--- src/rtl/cpucr_pkg.sv ---
// Shared CPUCR definitions: fetch sequencer states, operand-length encoding
// and the default reset program counter.
package cpucr_pkg;

  typedef enum logic [2:0] {
    ST_OPC,
    ST_OPL,
    ST_OPH,
    ST_PTRL,
    ST_PTRH,
    ST_HOLD,
    ST_HALT
  } fetch_state_t;

  localparam logic [1:0] OPLEN_0 = 2'd0;
  localparam logic [1:0] OPLEN_1 = 2'd1;
  localparam logic [1:0] OPLEN_2 = 2'd2;
  localparam logic [1:0] OPLEN_3 = 2'd3;

  localparam logic [15:0] CPUCR_RESET_PC = 16'h0000;

  // The decoder may report 3 operand bytes; the fetch path never reads more than 2.
  function automatic logic [1:0] eff_len(input logic [1:0] len);
    return (len == OPLEN_3) ? OPLEN_2 : len;
  endfunction

endpackage

--- src/rtl/cpucr_fetch.sv ---
// CPUCR instruction fetch sequencer: reads opcode and little-endian operand
// bytes, chases indirect pointers, and hands one instruction per handshake.
module cpucr_fetch
  import cpucr_pkg::*;
#(
  parameter logic [15:0] RESET_PC = CPUCR_RESET_PC
) (
  input  logic        clk,
  input  logic        rst_n,
  output logic [15:0] Direccion,
  input  logic [7:0]  Datos,
  output logic        LE,
  output logic [7:0]  dec_op,
  input  logic [1:0]  op_len,
  input  logic        op_ind,
  input  logic        op_hlt,
  output logic        ins_valid,
  input  logic        ins_ready,
  output logic [7:0]  ins_opcode,
  output logic [15:0] ins_operand,
  output logic [15:0] ins_ea,
  output logic [15:0] ins_pc,
  input  logic        pc_load,
  input  logic [15:0] pc_load_val
);

  fetch_state_t state_q, state_d;
  logic [15:0]  pc_q, pc_d;
  logic [7:0]   opcode_q, opcode_d;
  logic [15:0]  operand_q, operand_d;
  logic [15:0]  ea_q, ea_d;
  logic [15:0]  ipc_q, ipc_d;
  logic [1:0]   len;

  assign len = eff_len(op_len);

  // The decoder sees the live bus during OPC so the length is known at the latching edge.
  assign dec_op = (state_q == ST_OPC) ? Datos : opcode_q;

  always_comb begin
    Direccion = pc_q;
    case (state_q)
      ST_PTRL: Direccion = operand_q;
      ST_PTRH: Direccion = operand_q + 16'd1;
      default: Direccion = pc_q;
    endcase
  end

  assign LE          = 1'b1;
  assign ins_valid   = (state_q == ST_HOLD);
  assign ins_opcode  = opcode_q;
  assign ins_operand = operand_q;
  assign ins_ea      = ea_q;
  assign ins_pc      = ipc_q;

  always_comb begin
    state_d   = state_q;
    pc_d      = pc_q;
    opcode_d  = opcode_q;
    operand_d = operand_q;
    ea_d      = ea_q;
    ipc_d     = ipc_q;
    case (state_q)
      ST_OPC: begin
        opcode_d  = Datos;
        ipc_d     = pc_q;
        pc_d      = pc_q + 16'd1;
        operand_d = '0;
        ea_d      = '0;
        state_d   = (len == OPLEN_0) ? ST_HOLD : ST_OPL;
      end
      ST_OPL: begin
        operand_d = {8'h00, Datos};
        ea_d      = {8'h00, Datos};
        pc_d      = pc_q + 16'd1;
        state_d   = (len == OPLEN_2) ? ST_OPH : ST_HOLD;
      end
      ST_OPH: begin
        // ea tracks the operand so direct instructions need no extra step.
        operand_d = {Datos, operand_q[7:0]};
        ea_d      = {Datos, operand_q[7:0]};
        pc_d      = pc_q + 16'd1;
        state_d   = op_ind ? ST_PTRL : ST_HOLD;
      end
      ST_PTRL: begin
        ea_d[7:0] = Datos;
        state_d   = ST_PTRH;
      end
      ST_PTRH: begin
        ea_d[15:8] = Datos;
        state_d    = ST_HOLD;
      end
      ST_HOLD: begin
        if (ins_ready) begin
          if (pc_load) pc_d = pc_load_val;
          state_d = op_hlt ? ST_HALT : ST_OPC;
        end
      end
      ST_HALT: state_d = ST_HALT;
      default: state_d = ST_OPC;
    endcase
  end

  always_ff @(posedge clk or negedge rst_n) begin
    if (!rst_n) begin
      state_q   <= ST_OPC;
      pc_q      <= RESET_PC;
      opcode_q  <= '0;
      operand_q <= '0;
      ea_q      <= '0;
      ipc_q     <= '0;
    end else begin
      state_q   <= state_d;
      pc_q      <= pc_d;
      opcode_q  <= opcode_d;
      operand_q <= operand_d;
      ea_q      <= ea_d;
      ipc_q     <= ipc_d;
    end
  end

endmodule
--- config.mk ---
export PLATFORM = sky130hd
export DESIGN_NAME = cpucr_fetch
export DESIGN_NICKNAME = d
export VERILOG_FILES = /design/src/rtl/cpucr_pkg.sv /design/src/rtl/cpucr_fetch.sv
export SDC_FILE = /design/constraint.sdc
export NUM_CORES = 1
export LEC_CHECK = 0
export ABC_AREA = 1
export CORE_MARGIN = 2
export CORE_UTILIZATION = 54
export CTS_BUF_LIST = sky130_fd_sc_hd__clkbuf_4 sky130_fd_sc_hd__clkbuf_8
export CTS_CLUSTER_DIAMETER = 120
export CTS_CLUSTER_SIZE = 8
export DETAILED_ROUTE_END_ITERATION = 10
export PLACE_DENSITY_LB_ADDON = 0.15
export RECOVER_POWER = 100
export SYNTH_ARGS = -nofsm -noshare
export SYNTH_HDL_FRONTEND = slang
export SYNTH_SLANG_ARGS = --single-unit
--- constraint.sdc ---
create_clock -name clk -period 2.2 [get_ports clk]
set_input_delay 0.44 -clock clk [delete_from_list [all_inputs] [get_ports clk]]
set_output_delay 0.44 -clock clk [all_outputs]
set_load 0.02 [all_outputs]
Word level (Yosys, flattened, before mapping)
Cells that the tools add are included.

Bits in registers: 75. Input bits: 32. Word-level logic and storage cells: 49.

Add/subtract/negate cells: 2. Equal/unequal tests: 10. Mux-type cells: 15. Bitwise gates (word level): 1. Reduce and logical (&&, ||, !) cells: 13.

Operators by type and width (number): $pmux 16 s2 (2); $pmux 16 s3 (1); $add 16x1->16 const B (2); $mux 16 (2); $pmux 8 s3 (1); $pmux 3 s7 (1); $pmux 8 s2 (1); $mux 3 (5); $eq 3x3->1 const B (3); $mux 8 (1); $eq 3x2->1 const B (2); $reduce_bool 2->1 (3); $reduce_bool 3->1 (2); $reduce_or 2->1 (3); $eq 2x2->1 const B (2); $ne 2x1->1 const B (2); $eq 3x1->1 const B (1); $logic_not 3->1 (1); $reduce_and 3->1 (1); $reduce_or 3->1 (1); $logic_not 2->1 (1); $mux 2 (1); $reduce_and 2->1 (1); $not 1->1 (1).

Logic depth before layout (Yosys ltp)
Gate-level depths: netlist of run 1.

Word-level depth: 5. Depth in mapped cells: 10.

Worst setup path before layout of run 1
OpenSTA, ideal clock, no wires.

Kind: register to output. Start: register operand_q[0] (netlist: ins_operand[0]). End: output port Direccion[10]. Arrival: 1.497 ns. Data required time: 1.760 ns. Slack: 0.263 ns. Stages on the path, launching flop included: 9. Buffers on the path: 0. Path through: dfrtp_1 ha_1 nand3_1 nor2_1 nand2_1 nor2_1 nand2_1 nand3_1 nand3_1.

Cells in the longest elaborated chain, start to end: 2.

RTL lines: from (decl) (RTL line cpucr_fetch.sv:30) `logic [15:0] operand_q, operand_d;`; from (signal assigned) (RTL line cpucr_fetch.sv:116) `operand_q <= operand_d;`; $add 16x1->16 (RTL line cpucr_fetch.sv:44) `ST_PTRH: Direccion = operand_q + 16'd1;`; $pmux 16 s2 (RTL line cpucr_fetch.sv:42) `case (state_q)`; to (decl) (RTL line cpucr_fetch.sv:10) `output logic [15:0] Direccion,`.

Every way passes these cells.

Worst setup path in the final report of run 1
Start: register operand_q[1] (netlist: ins_operand[1]). End: output port Direccion[5].

Same word-level chain as after synthesis.

==> metrics.yaml, run 1 <==
synthesis:
  synth_top_family_by_area: "simple AND/OR/NAND/NOR gates"
  yosysWarningCount: 0
  yosysTopAreaCell: "dfrtp_1"
  muxShareOfSynthArea: 0.00279
  ys_ff_latch: 75
  syn_nets: 574
  synth_top_area_frac: 0.465
  synth.cell_area_sq_um: 4040
  synth_cells: 540
  synthSimpleGateAreaFrac: 0.307
  synth-xor-area-share: 0.00868
  syn_avg_cell_area_sq_um: 7.47
  yosysSeqAreaShare: 0.465
  synth_compound_area_frac: 0.124
  synthAdderAreaFrac: 0.00620
  ys_types: 28
  synth_area_leaders: "dfrtp_1 (47%), nand2_1 (15%), nand3_1 (7.1%)"
timing:
  setup_viol_count_final: 13
  grt_setup_unrepaired: "yes"
  holdWs_ns: 0.409
  fin_crit_sh: 1.04
  finalHoldViolCount: 0
  worst_pin_slew_ns: 1.50
  tns_ns: -0.719
  period_minus_slack_ns: 2.29
  fin_skew_ns: 0.0199
  timing.final.ws_setup_ns: -0.0935
  slew_viol_final: 0
  slew_headroom: 0.00294
  fmax_mhz: 436
detailed_routing:
  ant_nets: 0
  routed_wl_mm: 14.8
  drtPass1Iterations: 5
  wl_per_cell_um: 18.3
  drc_errors: 0
  vias: 4683
  vias_per_cell: 5.80
  drtIter0Drc: 458
finish:
  fin_util: 0.840
  n_fill_cell: 438
  final_cells: 808
  nets: 738
  final_common_cell: "nand2_1"
  diodes: 0
  drive_gt1_frac: 0.226
  area_growth_syn_to_layout_pct: 50.9
  final_cell_mix: "nand2_1 (152), clkdlybuf4s50_1 (86), dfrtp_1 (70)"
hold_path:
  hold_path_class: "input port to asynchronous set/reset pin"
power:
  cellPowerDensity_nw_per_um2: 1670
  power_uw: 10200
  leakagePower_uw: 0.00293
  vdd.ir_drop.worst_mv: 1.10
clock_network:
  numCtsBuffers: 9
  clk_pin_slew_ns: 0.10
  tritoncts: "built"
  cts_htree_levels: 3
  cts_root_buf: "clkbuf_8"
  clk_path_buf_depth: 2
  clock_latency_ns: 0.37
  cts_sinks: 75
setup_path:
  crit_path_end_kind: "output pin"
  worstPathArrival_ns: 1.85
  crit_fanout: 3
  startpoint_type: "flop"
  r2r_start: "state_q[2]"
  worstSetupPathType: "flop to output pin"
  crit_start: "ins_operand[1]"
  cp.required_ns: 1.76
floorplanning:
  fp.dieH_um: 90.4
  ioPinCount: 114
  die_w_um: 90.4
  initial_core_util: 0.556
  dieArea_sq_um: 8180
  coreArea_sq_um: 7250
  rows: 31
place:
  dpl.hpwl_mm: 9.23
  placed_cells: 782
  portBuffers: 112
  gp_congestion: 0.936
flow_run:
  maxCapViolCount: 1
grt:
  grt-ovfl-total: 0
  track_usage: 0.340
  grt_max_degree: 52
  grt_pass1_vias: 4531
  grt_pass1_wl_mm: 22.2
  grt_antenna_before_repair: 0
run_status:
  failed_checks: "capacitance limit, setup timing"
  outcome: "finished, violations left"
-- path summary, 6_finish.rpt --
kind / endpoint / slack (ns) / cells past startpoint
worst max-delay path: Direccion[5] / -0.09 / 8
worst min register to register: ins_pc[11] / 0.49 / 2
worst max register to register: pc_q[3] / 0.24 / 8
min in group clk: ins_pc[11] / 0.49 / 2
worst min-delay path: ins_ea[6] / 0.41 / 1
max in group asynchronous: state_q[0] / 0.79 / 2
-- synthesized netlist by cell type, drive strengths merged --
cell    instances
nand2         162
dfrtp          75
inv            67
nand3          58
nor2           50
o21ai          45
o22ai          21
buf            13
o221ai         13
nand4           8
nor3            8
clkbuf          4
or2             4
xor2            4
ha              2
o211ai          2
a21oi           1
a31oi           1
conb            1
mux2            1
-- through the flow --
step	setup slack, ns	instance area (sq um)
floorplan	0.263	4040
global placement	-0.0603	5580
finish	-0.0935	6090
CTS	-0.0177	5880
detailed placement	-0.149	5580
global route	-0.137	6090
-- routing by layer --
layer / routed length [um] / part of all wire / global-route usage / vias to the layer above
li1: - / - / - / 2109
met1: 5890 / 0.40 / 0.448 / 2191
met4: 634 / 0.043 / 0.138 / 0
met5: 0 / 0 / 0 / -
met2: 6910 / 0.47 / 0.549 / 322
met3: 1350 / 0.091 / 0.0751 / 61
-- final cells by class --
class / count / area (sq um) / area share
multi-input cells: 381 / 2010 / 0.330
inverters: 67 / 263 / 0.0431
flip-flops and latches: 75 / 1880 / 0.309
well taps: 99 / 124 / 0.0203
clock inverters: 7 / 124 / 0.0203
repair buffers: 169 / 1560 / 0.255
repair inverters: 1 / 7.51 / 0.00123
clock buffers: 9 / 124 / 0.0203
-- critical path, cell delays in order, from the launching register on --
cell,delay (ns)
dfrtp_1,0.47
buf_6,0.15
nand3_4,0.09
inv_4,0.11
nand2_4,0.07
o21ai_1,0.21
nand3_1,0.10
nand3_1,0.11
buf_2,0.17
-- state kept, by name (all words and copies together), names as in the netlist --
| register | flops |
|---|---|
| ins_ea | 16 |
| ins_opcode | 8 |
| ins_operand | 16 |
| ins_pc | 16 |
| pc_q | 16 |
| state_q | 3 |
-- what timing repair did --
action | in CTS | in global routing
endpoints found under the setup margin | 25 | 24
endpoints found under the hold margin | 0 | 0
pin swaps | 9 | 12
gates cloned | 1 | 0
hold buffers | 0 | 0
setup buffers | 6 | 3
resized for setup | 146 | 60
-- logic make-up (layout without fill, tap and decap cells) --
| family | Yosys count | in the layout |
|---|---|---|
| xor gates and xnor gates | 4 | 4 |
| adders and majority gates | 2 | 2 |
| buffers and inverters | 84 | 253 |
| muxes | 1 | 1 |
| and+or+nand+nor | 290 | 290 |
| AOI/OAI and AO/OA | 83 | 83 |
| other | 1 | 1 |
| DFF | 75 | 75 |
-- power by group --
part	internal [uW]	switching, uW	total [uW]
sequential	1990	570	2560
clock	764	591	1350
combinational	2550	3710	6250
Power figures use the tool's default switching activity.
==> run 2: changes to the inputs <==
--- a/config.mk
+++ b/config.mk
@@ -6,12 +6,12 @@
 export NUM_CORES = 1
 export LEC_CHECK = 0
 export ABC_AREA = 1
-export CORE_MARGIN = 2
 export CORE_UTILIZATION = 54
 export CTS_BUF_LIST = sky130_fd_sc_hd__clkbuf_4 sky130_fd_sc_hd__clkbuf_8
 export CTS_CLUSTER_DIAMETER = 120
 export CTS_CLUSTER_SIZE = 8
 export DETAILED_ROUTE_END_ITERATION = 10
+export GPL_TIMING_DRIVEN = 0
 export PLACE_DENSITY_LB_ADDON = 0.15
 export RECOVER_POWER = 100
 export SYNTH_ARGS = -nofsm -noshare
==> metrics.yaml, run 2 (same netlist as run 1, synthesis figures left out) <==
clock_network:
  clk_pin_slew_ns: 0.09
  cts_htree_levels: 3
  clock_latency_ns: 0.36
  cts_sinks: 75
  tritoncts: "built"
  cts_root_buf: "clkbuf_8"
  numCtsBuffers: 9
  clk_path_buf_depth: 2
setup_path:
  r2r_start: "state_q[0]"
  worst_r2r_path_depth: 10
  r2r-end: "ins_ea[11]"
  worstSetupPathType: "flop to output pin"
  startpoint_type: "flop"
  crit_fanout: 7
  crit_path_end_kind: "output pin"
  worstPathArrival_ns: 2.00
  cp.required_ns: 1.76
  r2r_slack_ns: 0.17
run_status:
  outcome: "finished, violations left"
  failed_checks: "setup timing"
power:
  power_uw: 10200
  leakagePower_uw: 0.00284
  cellPowerDensity_nw_per_um2: 1720
  vdd.ir_drop.worst_mv: 1.03
grt:
  grt_pass1_wl_mm: 21.2
  grt-ovfl-total: 0
  track_usage: 0.362
  grt_antenna_before_repair: 0
  grt_max_degree: 41
  grt_pass1_vias: 4364
place:
  gp_congestion: 0.917
  dpl.hpwl_mm: 8.96
  dp_slack_ns: -0.398
  portBuffers: 112
timing:
  finalHoldViolCount: 0
  holdWs_ns: 0.176
  fin_skew_ns: 0.00762
  fmax_mhz: 410
  slew_headroom: 0.321
  grt_setup_unrepaired: "yes"
  fin_crit_sh: 1.11
  tns_ns: -1.50
  worst_pin_slew_ns: 1.02
  timing.final.ws_setup_ns: -0.236
  period_minus_slack_ns: 2.44
  slew_viol_final: 0
  setup_viol_count_final: 16
floorplanning:
  rows: 31
  dieArea_sq_um: 7820
  die_w_um: 88.4
  ioPinCount: 114
  coreArea_sq_um: 7250
  fp.dieH_um: 88.4
  initial_core_util: 0.556
finish:
  drive_gt1_frac: 0.213
  area_growth_syn_to_layout_pct: 47.4
  nets: 730
  final_cell_mix: "nand2_1 (152), clkdlybuf4s50_1 (86), dfrtp_1 (67)"
  fin_util: 0.820
  final_common_cell: "nand2_1"
  diodes: 0
detailed_routing:
  routed_wl_mm: 15.2
  drc_errors: 0
  vias_per_cell: 6.10
  drtIter0Drc: 628
  vias: 4876
  drtPass1Iterations: 7
  wl_per_cell_um: 19.0
  ant_nets: 0
flow_run:
  maxCapViolCount: 0
hold_path:
  hold_path_class: "input port to asynchronous set/reset pin"
run 2: cell type report:
cell class	instances	area (sq um)
timing repair buffer	145	1330
tap	99	124
fill	471	1310
clock inverter	7	101
buffer	17	148
multi-input combinational	381	1980
clock buffer	9	124
sequential	75	1890
inverter	67	263
run 2: per-stage QoR:
stage / cells / instance area (sq um)
after floorplan: 540 / 4040
after global placement: 751 / 5280
after detailed placement: 752 / 5300
after CTS: 784 / 5680
after global routing: 800 / 5950
final: 800 / 5950
run 2: layer usage:
| layer | vias to the layer above | wire length, um | global-route usage |
|---|---|---|---|
| met5 | - | 0 | 0 |
| met4 | 0 | 892 | 0.185 |
| met3 | 108 | 1670 | 0.0597 |
| met2 | 447 | 7110 | 0.588 |
| met1 | 2229 | 5510 | 0.468 |
| li1 | 2092 | - | - |
run 2: what timing repair did:
action,4_1_cts,5_1_grt
setup buffers,16,16
pin swaps,5,10
setup endpoints to repair,25,24
cloned,0,0
hold buffers,0,0
gates resized for setup,154,62
run 2: worst max path at each step:
stage	startpoint	to	slack [ns]	cells past startpoint
floorplan	ins_operand[0]	Direccion[10]	0.26	8
global placement	rst_n	ins_pc[1]	-1.86	1
detailed placement	ins_operand[0]	Direccion[14]	-0.40	8
CTS	state_q[2]	Direccion[6]	-0.03	7
global route	ins_operand[4]	Direccion[6]	-0.31	6
finish	ins_operand[4]	Direccion[6]	-0.24	6
run 2: where the power goes:
group          switching [uW]  internal, uW  leakage (uW)
Combinational            3850          2560       0.00179
Sequential                606          1990      0.000949
Clock                     570           646      0.000106
run 2: critical path, stage by stage (launching register included):
cell and delay [ns]:
dfrtp_2 0.46, clkinvlp_4 0.28, nor3_4 0.33, nand2_1 0.12, nand3_1 0.10, o211ai_1 0.14, buf_4 0.20
